--- src/rtl/dff_behavioral.sv ---
// WIDTH-bit behavioural D register with a synchronous active-high clear, edge flags and a saturating change counter.
// Define DFF_BEHAVIORAL_SCAN_EN to add a scan chain (scan_en/scan_in/scan_out) that shifts q toward the MSB.
module dff_behavioral #(
    parameter int unsigned      WIDTH     = 1,
    parameter logic [WIDTH-1:0] RESET_VAL = {WIDTH{1'b0}},
    parameter int unsigned      CNT_W     = 8
) (
    input  logic [WIDTH-1:0] d,
    input  logic             clk,
    input  logic             clrn,
    output logic [WIDTH-1:0] q,
    output logic [WIDTH-1:0] qn,
    output logic [WIDTH-1:0] rise,
    output logic [WIDTH-1:0] fall,
    output logic             any_chg,
    output logic [CNT_W-1:0] chg_cnt
`ifdef DFF_BEHAVIORAL_SCAN_EN
    ,
    input  logic             scan_en,
    input  logic             scan_in,
    output logic             scan_out
`endif
);

    localparam logic [CNT_W-1:0] CNT_MAX = '1;

    logic [WIDTH-1:0] q_q, q_d;
    logic [WIDTH-1:0] rise_q, rise_d;
    logic [WIDTH-1:0] fall_q, fall_d;
    logic [CNT_W-1:0] cnt_q, cnt_d;

`ifdef DFF_BEHAVIORAL_SCAN_EN
    // Appending scan_in below q makes the shifted value the low WIDTH bits and the
    // outgoing MSB the top bit, which also holds for WIDTH == 1.
    logic [WIDTH:0] scan_cat;
    assign scan_cat = {q_q, scan_in};
    assign scan_out = scan_cat[WIDTH];
`endif

    // NOTE: every next-state signal gets a default first so no path leaves it unassigned (no latches).
    always_comb begin
        q_d    = d;
        rise_d = d & ~q_q;
        fall_d = ~d & q_q;
        cnt_d  = cnt_q;
        if ((d != q_q) && (cnt_q != CNT_MAX)) begin
            cnt_d = cnt_q + CNT_W'(1);
        end
`ifdef DFF_BEHAVIORAL_SCAN_EN
        if (scan_en) begin
            q_d    = scan_cat[WIDTH-1:0];
            rise_d = rise_q;
            fall_d = fall_q;
            cnt_d  = cnt_q;
        end
`endif
    end

    // NOTE: sequential state uses non-blocking assignments so all flops update together at the edge.
    always_ff @(posedge clk) begin
        if (clrn) begin
            q_q    <= RESET_VAL;
            rise_q <= '0;
            fall_q <= '0;
            cnt_q  <= '0;
        end else begin
            q_q    <= q_d;
            rise_q <= rise_d;
            fall_q <= fall_d;
            cnt_q  <= cnt_d;
        end
    end

    assign q       = q_q;
    assign qn      = ~q_q;
    assign rise    = rise_q;
    assign fall    = fall_q;
    assign any_chg = |(rise_q | fall_q);
    assign chg_cnt = cnt_q;

endmodule

--- config.mk ---
export PLATFORM = sky130hd
export DESIGN_NAME = dff_behavioral
export DESIGN_NICKNAME = d
export VERILOG_FILES = /design/src/rtl/dff_behavioral.sv
export SDC_FILE = /design/constraint.sdc
export NUM_CORES = 1
export LEC_CHECK = 0
export CORE_MARGIN = 10
export CORE_UTILIZATION = 38
export CTS_BUF_LIST = sky130_fd_sc_hd__clkbuf_8 sky130_fd_sc_hd__clkbuf_16
export CTS_CLUSTER_DIAMETER = 40
export DETAILED_ROUTE_END_ITERATION = 8
export HOLD_SLACK_MARGIN = 0.15
export PLACE_DENSITY = 0.67
export SYNTH_ARGS = -nofsm -noshare
export SYNTH_HDL_FRONTEND = slang
export SYNTH_SLANG_ARGS = --single-unit
--- constraint.sdc ---
create_clock -name clk -period 1.8 [get_ports clk]
set_input_delay 0.45 -clock clk [delete_from_list [all_inputs] [get_ports clk]]
set_output_delay 0.45 -clock clk [all_outputs]
set_load 0.005 [all_outputs]
==> qor.txt <==
slew margin rel.: 77.7%
initial antenna violation count: 0
Rows: 13
commonest non-fill, non-tap cell in the layout: clkdlybuf4s50_1
H-tree Lvls: 1
Max Slew Vio Count: 0
CP Data Required Time: 1.35 ns
RSZ-0062 raised after global routing: false
Synthesized Nets: 59
skew final: 0.00164 ns
Bufs on Longest Clock Path: 2
gr usage total: 8.26%
top-level I/O count: 16
Worst Setup End Kind: primary output
critical path launch point type: flip-flop
status: finished, final reports clean
Worst Slack Setup Final: 0.0985 ns
Hold Slack: 0.516 ns
1st-pass router iterations: 4
clock insertion delay at the later pin of the skew report: 0.23 ns
Routed Antenna Nets: 0
port bufs: 15
clock buffer count from CTS: 3
Max IR drop VDD: 0.377 mV
final hold vios: 0
complex-gate fraction of the synthesized area: 14.2%
first-pass GRT wire length: 2210 µm
CP max FO: 2
Seq/Total Area, Yosys: 42.4%
largest net degree at the start of global routing: 10
grt total ovfl: 0
CTS root buffer: clkbuf_8
Synth Register Bits: 11
post-synth cell types: 25
Die Footprint: 3250 µm²
Post-route DRC: 0
Syn. warnings: 0
kind of critical path: flip-flop to primary output
post-DR vias/cell: 5.23
minimum clock period: 1.70 ns
synthesized netlist cell count: 53
Worst-path clk slew: 0.05 ns
post-synthesis adder-cell area fraction: 7.23%
Die Span Y: 57.0 µm
fill count: 128
Hold Path Class: flip-flop to flip-flop
fin crit share: 94.5%
nets@finish: 86
Mapped Area: 519 µm²
Leakage: 0.355 nW
post-synth top area share: 42.4%
share of layout cells above drive strength 1: 27.8%
vias in the first global route: 498
Util after Layout: 62.6%
clk sink count: 11
Detailed Place HPWL: 950 µm
Synth Area in XOR/XNOR: 0%
routability cong.: 0.805
syn avg cell area: 9.80 µm²
die extent in x: 57.0 µm
mux cell area share after synthesis: 4.82%
largest family of logic cells by synthesized area: simple AND/OR/NAND/NOR gates
via count: 492
max-cap viol count: 0
Worst Max-Slew Pin Slew: 0.334 ns
CTS tree: yes
Area Growth Syn to Fin: 56.9%
DR WL/cell: 13.6 µm
core area: 1300 µm²
final wirelength: 1280 µm
pre-CTS setup slack: -0.249 ns
Post-Synth Simple-Gate Area: 29.2%
Arr. time, crit path: 1.25 ns
Power Density: 716 nW/µm²
Yosys top cell by area: dfxtp_1
Initial Utilization: 39.9%
commonest non-fill, non-tap cells in the layout: clkdlybuf4s50_1, dfxtp_1, buf_4
Starting DRT DRC Count: 7
Synth area leaders: dfxtp_1, ha_1, a31oi_1
max frequency: 588 MHz
Ant. Diodes: 0
Final setup viols: 0
==> final timing paths <==
check / startpoint / to / slack, ns / cells past startpoint
setup / recovery: fall / any_chg / 0.1 / 2
setup reg to reg: chg_cnt[0] / chg_cnt[0] / 0.39 / 4
hold reg to reg: chg_cnt[1] / chg_cnt[1] / 0.52 / 2
hold / removal: chg_cnt[1] / chg_cnt[1] / 0.52 / 2
==> through the flow <==
stage	instance area [µm²]	setup TNS [ns]	std cells	power [mW]
floorplan	519	0	53	0.299
global placement	737	-1.36	89	0.344
detailed placement	737	-1.64	89	0.345
CTS	812	0	94	0.587
global route	815	0	94	0.611
finish	815	0	94	0.583
==> kinds of logic after synthesis <==
group | Yosys count
AOI/OAI and AO/OA | 11
adders and majority gates | 3
buffers and inverters | 3
DFF | 11
muxes | 2
and+or+nand+nor | 23
==> state kept, by name (all words and copies together) (netlist names) <==
name,count
rise,1
q,1
chg_cnt,8
fall,1
==> final cells by class <==
class	count	area (µm²)	area share [%]
well taps	15	18.8	2.30
clock inverters	1	3.75	0.461
flip-flops and latches	11	220	27.0
clock buffers	3	41.3	5.07
multi-input cells	39	310	38.1
inverters	2	7.51	0.922
repair buffers	23	213	26.1
==> synth_stat cells (all sizes together) <==
library cell,instances
nand2b,2
nor3,2
mux2i,1
inv,2
and3,1
nand3,1
mux2,1
clkbuf,1
nand4,2
nor2,3
o21bai,3
and4,3
a31oi,4
a21oi,3
and4b,2
nor2b,4
nand2,1
dfxtp,11
and2,1
or2,1
ha,3
a211oi,1
==> routing by layer <==
metal / track usage [%] / wire (µm) / up-vias / share of wire, %
li1: - / - / 248 / -
met1: 8.81 / 542 / 230 / 42
met5: 0 / 0 / - / 0
met3: 4.65 / 123 / 0 / 9.6
met4: 3.69 / 0 / 0 / 0
met2: 13.0 / 614 / 14 / 48
==> worst max-delay path: stages, from the launching register on <==
cell             delay (ns)
dfxtp_1                0.30
or2_2                  0.28
clkdlybuf4s50_1        0.45
==> power by group <==
part / internal, mW / total (mW) / switching [mW]
Combinational: 0.0532 / 0.0814 / 0.0281
Clock: 0.149 / 0.239 / 0.0894
Sequential: 0.254 / 0.263 / 0.00966
==> repair_timing <==
item                       in CTS  in global routing
setup endpoints to repair       5                  4
resized for setup               4                  2
setup buffers                   1                  0
gates cloned                    0                  0
hold buffers                    0                  0
pin swaps                       0                  1
(Power assumes the default switching activity.)
